**src/rtl/seven_segment_scanner_if.sv**
```systemverilog
// Data and display-pin bundle for seven_segment_scanner; master = data source, slave = scanner.
// Optional SEG_DIMMING_EN adds the brightness field.
interface seven_segment_scanner_if #(
    parameter int NUM_DIGITS = 4
);
    logic [4*NUM_DIGITS-1:0] digits;
    logic [NUM_DIGITS-1:0]   dp_in;
    logic [NUM_DIGITS-1:0]   digit_en;
    logic                    blank_lz;
    logic                    load;
`ifdef SEG_DIMMING_EN
    logic [3:0]              brightness;
`endif
    logic [6:0]              seg;
    logic                    dp;
    logic [NUM_DIGITS-1:0]   an;
    logic                    frame_done;

`ifdef SEG_DIMMING_EN
    modport master (output digits, dp_in, digit_en, blank_lz, load, brightness,
                    input  seg, dp, an, frame_done);
    modport slave  (input  digits, dp_in, digit_en, blank_lz, load, brightness,
                    output seg, dp, an, frame_done);
`else
    modport master (output digits, dp_in, digit_en, blank_lz, load,
                    input  seg, dp, an, frame_done);
    modport slave  (input  digits, dp_in, digit_en, blank_lz, load,
                    output seg, dp, an, frame_done);
`endif
endinterface

```
**src/rtl/seven_segment_scanner.sv**
```systemverilog
// Multi-digit common-anode seven-segment scanner with guard blanking, frame-aligned double buffering,
// leading-zero blanking and hex decode. Optional PWM dimming when SEG_DIMMING_EN is defined.
module seven_segment_scanner #(
    parameter int NUM_DIGITS   = 4,
    parameter int PRESCALE     = 100000,
    parameter int GUARD_CYCLES = 16
) (
    input  logic                  clk,
    input  logic                  reset,
    seven_segment_scanner_if.slave bus
);
    localparam int PW = $clog2(PRESCALE);
    localparam int IW = (NUM_DIGITS > 1) ? $clog2(NUM_DIGITS) : 1;
    localparam logic [PW-1:0] PRESC_LAST = PW'(PRESCALE - 1);
    localparam logic [PW-1:0] GUARD_END  = PW'(GUARD_CYCLES);
    localparam logic [IW-1:0] IDX_LAST   = IW'(NUM_DIGITS - 1);

    function automatic logic [6:0] hex_decode(input logic [3:0] nib);
        logic [6:0] s;
        case (nib)
            4'h0: s = 7'b1000000;
            4'h1: s = 7'b1111001;
            4'h2: s = 7'b0100100;
            4'h3: s = 7'b0110000;
            4'h4: s = 7'b0011001;
            4'h5: s = 7'b0010010;
            4'h6: s = 7'b0000010;
            4'h7: s = 7'b1111000;
            4'h8: s = 7'b0000000;
            4'h9: s = 7'b0010000;
            4'hA: s = 7'b0001000;
            4'hB: s = 7'b0000011;
            4'hC: s = 7'b1000110;
            4'hD: s = 7'b0100001;
            4'hE: s = 7'b0000110;
            4'hF: s = 7'b0001110;
            default: s = 7'h7F;
        endcase
        return s;
    endfunction

    logic [PW-1:0]           presc_r;
    logic [IW-1:0]           idx_r;
    logic [4*NUM_DIGITS-1:0] pend_digits_r, act_digits_r;
    logic [NUM_DIGITS-1:0]   pend_dp_r, act_dp_r;
    logic [NUM_DIGITS-1:0]   pend_en_r, act_en_r;
    logic                    pend_valid_r;
    logic [6:0]              seg_r;
    logic                    dp_r;
    logic [NUM_DIGITS-1:0]   an_r;
    logic                    frame_done_r;
`ifdef SEG_DIMMING_EN
    logic [3:0]              pend_bright_r, act_bright_r, pwm_r;
`endif

    logic                    slot_end_s, frame_wrap_s, lit_s, show_s, drive_s, zero_run_s;
    logic                    cur_en_s, cur_dp_s, cur_blank_s;
    logic [3:0]              cur_nib_s;
    logic [NUM_DIGITS-1:0]   blank_s, an_next_s;
    logic [6:0]              seg_next_s;
    logic                    dp_next_s;

    // Leading-zero blanking: a digit blanks while every digit above it (inclusive) is a bare zero.
    always_comb begin
        zero_run_s = 1'b1;
        blank_s    = '0;
        for (int i = NUM_DIGITS - 1; i > 0; i--) begin
            zero_run_s = zero_run_s && (act_digits_r[4*i +: 4] == 4'h0) && !act_dp_r[i];
            blank_s[i] = bus.blank_lz && zero_run_s;
        end
    end

    // Select the current slot's digit and form the next output values.
    always_comb begin
        slot_end_s   = (presc_r == PRESC_LAST);
        frame_wrap_s = slot_end_s && (idx_r == IDX_LAST);
        cur_nib_s    = 4'h0;
        cur_en_s     = 1'b0;
        cur_dp_s     = 1'b0;
        cur_blank_s  = 1'b0;
        for (int i = 0; i < NUM_DIGITS; i++) begin
            if (idx_r == IW'(i)) begin
                cur_nib_s   = act_digits_r[4*i +: 4];
                cur_en_s    = act_en_r[i];
                cur_dp_s    = act_dp_r[i];
                cur_blank_s = blank_s[i];
            end else begin
                cur_nib_s   = cur_nib_s;
            end
        end
        lit_s  = (presc_r >= GUARD_END);
        show_s = lit_s && cur_en_s && !cur_blank_s;
`ifdef SEG_DIMMING_EN
        drive_s = show_s && (pwm_r < act_bright_r);
`else
        drive_s = show_s;
`endif
        for (int i = 0; i < NUM_DIGITS; i++) begin
            an_next_s[i] = !(drive_s && (idx_r == IW'(i)));
        end
        if (show_s) begin
            seg_next_s = hex_decode(cur_nib_s);
            dp_next_s  = ~cur_dp_s;
        end else begin
            seg_next_s = 7'h7F;
            dp_next_s  = 1'b1;
        end
    end

    // Scan counters, double buffer and registered pin outputs.
    always_ff @(posedge clk) begin
        if (reset) begin
            presc_r       <= '0;
            idx_r         <= '0;
            pend_digits_r <= '0;
            pend_dp_r     <= '0;
            pend_en_r     <= '0;
            pend_valid_r  <= 1'b0;
            act_digits_r  <= '0;
            act_dp_r      <= '0;
            act_en_r      <= '0;
            seg_r         <= 7'h7F;
            dp_r          <= 1'b1;
            an_r          <= '1;
            frame_done_r  <= 1'b0;
`ifdef SEG_DIMMING_EN
            pend_bright_r <= 4'h0;
            act_bright_r  <= 4'h0;
            pwm_r         <= 4'h0;
`endif
        end else begin
            if (slot_end_s) begin
                presc_r <= '0;
                idx_r   <= (idx_r == IDX_LAST) ? '0 : idx_r + IW'(1);
            end else begin
                presc_r <= presc_r + PW'(1);
            end
            // Boundary applies the pending copy held before this edge; a coincident load stays pending.
            if (frame_wrap_s && pend_valid_r) begin
                act_digits_r <= pend_digits_r;
                act_dp_r     <= pend_dp_r;
                act_en_r     <= pend_en_r;
`ifdef SEG_DIMMING_EN
                act_bright_r <= pend_bright_r;
`endif
            end
            if (bus.load) begin
                pend_digits_r <= bus.digits;
                pend_dp_r     <= bus.dp_in;
                pend_en_r     <= bus.digit_en;
                pend_valid_r  <= 1'b1;
`ifdef SEG_DIMMING_EN
                pend_bright_r <= bus.brightness;
`endif
            end else if (frame_wrap_s) begin
                pend_valid_r  <= 1'b0;
            end
`ifdef SEG_DIMMING_EN
            pwm_r         <= pwm_r + 4'd1;
`endif
            seg_r         <= seg_next_s;
            dp_r          <= dp_next_s;
            an_r          <= an_next_s;
            frame_done_r  <= frame_wrap_s;
        end
    end

    assign bus.seg        = seg_r;
    assign bus.dp         = dp_r;
    assign bus.an         = an_r;
    assign bus.frame_done = frame_done_r;
endmodule

```
**src/flat_wrapper.sv**
```systemverilog
// flat-port wrapper written by rule: the top's interface ports become plain ports
module seven_segment_scanner_flat 
#(
    parameter int NUM_DIGITS   = 4,
    parameter int PRESCALE     = 100000,
    parameter int GUARD_CYCLES = 16
)
  (clk, reset, bus_digits, bus_dp_in, bus_digit_en, bus_blank_lz, bus_load, bus_seg, bus_dp, bus_an, bus_frame_done);
  seven_segment_scanner_if #(.NUM_DIGITS(NUM_DIGITS)) bus_i ();
  input  logic clk;
  input  logic reset;
  input wire logic [$bits(bus_i.digits)-1:0] bus_digits;
  input wire logic [$bits(bus_i.dp_in)-1:0] bus_dp_in;
  input wire logic [$bits(bus_i.digit_en)-1:0] bus_digit_en;
  input wire logic [$bits(bus_i.blank_lz)-1:0] bus_blank_lz;
  input wire logic [$bits(bus_i.load)-1:0] bus_load;
  output wire logic [$bits(bus_i.seg)-1:0] bus_seg;
  output wire logic [$bits(bus_i.dp)-1:0] bus_dp;
  output wire logic [$bits(bus_i.an)-1:0] bus_an;
  output wire logic [$bits(bus_i.frame_done)-1:0] bus_frame_done;
  assign bus_i.digits = bus_digits;
  assign bus_i.dp_in = bus_dp_in;
  assign bus_i.digit_en = bus_digit_en;
  assign bus_i.blank_lz = bus_blank_lz;
  assign bus_i.load = bus_load;
  assign bus_seg = bus_i.seg;
  assign bus_dp = bus_i.dp;
  assign bus_an = bus_i.an;
  assign bus_frame_done = bus_i.frame_done;
  seven_segment_scanner #(.NUM_DIGITS(NUM_DIGITS), .PRESCALE(PRESCALE), .GUARD_CYCLES(GUARD_CYCLES)) u_core (.clk(clk), .reset(reset), .bus(bus_i));
endmodule
```
**config.mk**
```make
export PLATFORM = sky130hd
export DESIGN_NAME = seven_segment_scanner_flat
export DESIGN_NICKNAME = d
export VERILOG_FILES = /design/src/rtl/seven_segment_scanner_if.sv /design/src/rtl/seven_segment_scanner.sv /design/src/flat_wrapper.sv
export SDC_FILE = /design/constraint.sdc
export NUM_CORES = 1
export LEC_CHECK = 0
export CORE_MARGIN = 8
export CORE_UTILIZATION = 59
export CTS_BUF_LIST = sky130_fd_sc_hd__clkbuf_8
export DETAILED_ROUTE_END_ITERATION = 8
export GPL_ROUTABILITY_DRIVEN = 0
export GPL_TIMING_DRIVEN = 0
export PLACE_DENSITY_LB_ADDON = 0.3
export SYNTH_ARGS = -nofsm -noshare
export SYNTH_HDL_FRONTEND = slang
export SYNTH_SLANG_ARGS = --single-unit
```
**constraint.sdc**
```tcl
create_clock -name clk -period 5.6 [get_ports clk]
set_input_delay 1.68 -clock clk [delete_from_list [all_inputs] [get_ports clk]]
set_output_delay 1.68 -clock clk [all_outputs]
set_load 0.01 [all_outputs]
```
Yosys cells after proc, flatten, opt, wreduce, memory -nomap -nowiden:

Memory sizes are Yosys's and may differ from the RTL's. A register that Yosys moved wholly into a read port is not among the register bits.
Cells that the tools add are included.

* bits in registers: 74
* bits in read-only memories: 112
* input port bits: 28
* output and inout bits: 13
* word-level logic and storage cells: 71
* memories kept: 1

* $add $sub $neg: 2
* order comparisons: 1
* equal/unequal tests: 4
* mux-type cells: 18
* bitwise logic cells: 2
* reduce and logical (&&, ||, !) cells: 31

Memory list
* (no name shown): words 16, width 7, rd ports 1, clocked after memory_dff 1, wr ports 0, line seven_segment_scanner.sv:20 `case (nib)`

Operators with widths (count)
* $add 17x1->17 const B: 1
* $eq 17x17->1 const B: 1
* $ge 17x5->1 const B: 1
* $logic_and 1x1->1: 16
* $mux 4: 4
* $mux 1: 13
* $logic_not 4->1: 3
* $logic_not 1->1: 8
* $eq 2x2->1 const B: 2
* $reduce_or 2->1: 2
* $add 2x1->2 const B: 1
* $eq 2x1->1 const B: 1
* $logic_not 2->1: 1
* $mux 2: 1
* $not 1->1: 2
* $reduce_bool 2->1: 1

Logic depth before layout (Yosys ltp):

* depth in word-level cells: 14
* gate-level depth with buffers: 10
* mapped depth without buffers: 9

Worst setup path after synthesis:

Ideal clock, no wire load.

* path kind: input to register
* start point: input bus_load
* end point: register u_core.pend_dp_r[2]
* library setup time: 128 ps
* arrival time: 2719 ps
* data required time: 5472 ps
* setup slack: 2753 ps
* stages on the path: 4
* buffers on the path: 2
* cell sequence: clkbuf_1 -> clkbuf_1 -> mux2i_1 -> nor2_1

RTL lines
* start, declared: line flat_wrapper.sv:16 `input wire logic [$bits(bus_i.load)-1:0] bus_load;`
* end signal, assigned: line seven_segment_scanner.sv:149 `pend_dp_r <= bus.dp_in;`
* end, declared: line seven_segment_scanner.sv:45 `logic [NUM_DIGITS-1:0] pend_dp_r, act_dp_r;`

Worst setup path in the final report:

* start point: register u_core.an_r[2], in the netlist u_core.bus.an[2]
* end point: output bus_an[2]

RTL lines
* start, declared: line seven_segment_scanner.sv:50 `logic [NUM_DIGITS-1:0] an_r;`
* start signal, assigned: line seven_segment_scanner.sv:163 `an_r <= an_next_s;`
* end, declared: line flat_wrapper.sv:19 `output wire logic [$bits(bus_i.an)-1:0] bus_an;`

No word-level cell between the ends.

==> metrics.cfg <==
[place]
port_buffers = 38
dp_cells = 484
dpl.hpwl_microns = 5220
placed_area_sq_um = 3959
dp_slack_ns = 2.406

[final_layout]
fill_cells = 468
final_cell_mix = dfxtp_1 (81), nor2_1 (78), mux2i_1 (51)
design_area_sq_um = 4167
mostFrequentLayoutCell = dfxtp_1
antenna_cells = 0
stdcell_count = 500
fin_nets = 460
layout-area-overhead-vs-synth_pct = 19.57
drive_gt1_share_pct = 6.353

[global_route]
grt_pass1_vias = 2644
grt_start_max_net_pins = 13
grt_pass1_wl_microns = 12300
gr-total-overflow = 0
antenna_found_initial = 0
grt.total_usage_pct = 17.83

[sta]
max_slew_margin_pct = 44.58
finalHoldViolCount = 0
fin_setup_tns_ns = 0
setup_viol = 0
period_minus_slack_ns = 2.870
fmax_ghz = 0.3485
worst_slack_ns = 2.730
skew_ns = 0.006258
fin_crit_sh_pct = 51.24
grt_setup_unrepaired = no
slew_violations = 0
worstMarginPinSlew_ns = 0.8313

[logic_synthesis]
yosysSeqAreaShare_pct = 46.54
synth_cells = 371
synth_nets = 411
yosysWarnings = 0
async_reset_ff_share_pct = 0
synthTopCellsByArea = dfxtp_1 (47%), mux2i_1 (15%), nor2_1 (8.4%), ha_1 (4.3%), nand2_1 (2.3%)
synth_top_area_cell = dfxtp_1
syn_avg_cell_area_sq_um = 9.392
synth_top_area_share_pct = 46.54
synth-edff-count = 0
synth_seq_cells = 81
synth.distinct_cells = 42
synthesis.area_sq_um = 3485
synthFlopType = dfxtp_1

[clocking]
numCtsBuffers = 9
hold_buffers = 0
clk_latency_ns = 0.34
root_buffer = clkbuf_8
clk_pin_slew_ns = 0.08
cts_tree = built
cts_setup_buffers = 0
post_cts.resized_instances = 0
htree_levels = 3
clockBufferDepth = 2
cts_sinks = 81

[power]
power_mw = 1.088
p_per_area_nw_per_um2 = 261.0
ir_worst_vdd_v = 0.0002112
p_leak_nw = 1.586

[setup_path]
critPathBufInv = 1
critPathMaxFanout = 1
worstSetupPathType = reg2out
max_stage_delay_ns = 0.53
cp_slowest_cell = clkdlybuf4s50_1
required_ns = 3.92
cp.arrival_ns = 1.19
critical-path-top-delay-family = buffers and inverters
cp_cell_sequence = clkdlybuf4s50_1
start_kind = flop
endpoint_kind = primary output

[routing]
dr.pass1.iters = 4
wirelength_microns = 7276
routedWlPerCell_microns = 14.55
drtIter0Drc = 136
drtAntennaViolNets = 0
dr_total_vias = 2701
drc_errors = 0
viasPerCell = 5.402

[run_status]
status = finished, final reports clean

[floorplanning]
die_h_microns = 92.85
die_area_sq_um = 8621
io-pin-count = 41
dieWidth_microns = 92.85
rows = 28
core_sq_um = 5816
initial_utilization_pct = 59.92

[hold_path]
min-delay-path-class = reg2reg

[flow_run]
cap_violations = 0

[per-stage QoR]
stage	hold WS, ns	utilization, %
finish	0.4942	71.64
CTS	0.4948	71.64
global route	0.5338	71.64
global placement	0.4624	68.07
floorplan	0.4417	-
detailed placement	0.4788	68.07
[Yosys cell counts (2+ instances only)]
library cell,number
ha_1,12
or4_1,2
and3_1,2
inv_1,11
nor2_1,78
mux2i_1,51
nand2_1,21
xor2_1,9
o21ai_0,2
buf_2,4
nand3b_1,7
nor3_1,7
o211ai_1,3
buf_6,2
nor3b_1,4
clkbuf_1,11
dfxtp_1,81
a211oi_1,6
nor2b_1,5
nand3_1,12
xnor2_1,7
buf_1,2
a21oi_1,6
a211o_1,3
nand4_1,3
nor4_1,2
o221ai_1,2
nand2b_1,2
[state kept, by name (all words and copies together) (netlist names), 2 cells and up]
signal,count
u_core.presc_r,17
u_core.act_digits_r,16
u_core.pend_digits_r,16
u_core.bus.seg,7
u_core.act_dp_r,4
u_core.act_en_r,4
u_core.bus.an,4
u_core.pend_dp_r,4
u_core.pend_en_r,4
u_core.idx_r,2
[path summary, 6_finish.rpt]
kind	start	to	slack, ns	cells past startpoint
worst max-delay path	u_core.bus.an[2]$_SDFF_PP1_	bus_an[2]	2.73	1
worst min-delay path	u_core.presc_r[0]$_SDFF_PP0_	u_core.presc_r[0]$_SDFF_PP0_	0.49	1
worst max register to register	u_core.idx_r[0]$_SDFFE_PP0P_	u_core.bus.seg[0]$_SDFF_PP1_	3.11	10
worst min register to register	u_core.presc_r[0]$_SDFF_PP0_	u_core.presc_r[0]$_SDFF_PP0_	0.49	1
[logic make-up (layout without fill, tap and decap cells)]
group / count (synthesis) / count (layout) / share of synthesized area, %
DFF: 81 / 81 / 46.54
AOI/OAI and AO/OA: 28 / 28 / 5.853
xor gates and xnor gates: 16 / 16 / 4.022
buffers and inverters: 31 / 85 / 3.950
adders and majority gates: 12 / 12 / 4.309
and+or+nand+nor: 152 / 152 / 20.68
muxes: 51 / 51 / 14.65
[report_power, final]
group / internal [mW] / switching, mW
Sequential: 0.588 / 0.00771
Combinational: 0.0305 / 0.0244
Clock: 0.239 / 0.198
[per-layer routing]
layer	wire length, microns	GRT usage (%)
met1	3219	20.77
met2	3499	29.82
met3	431	5.340
met4	125	7.248
met5	0	0
[final cells by class]
type | count | area [sq um] | area share [%]
clock inverter | 4 | 42.54 | 1.021
multi-input combinational | 259 | 1725 | 41.41
sequential | 81 | 1622 | 38.92
buffer | 20 | 96.34 | 2.312
inverter | 11 | 41.29 | 0.9910
timing repair buffer | 38 | 380.4 | 9.129
tap | 75 | 93.84 | 2.252
clock buffer | 12 | 165.2 | 3.964
No activity file was read; power rests on OpenSTA's default activity.
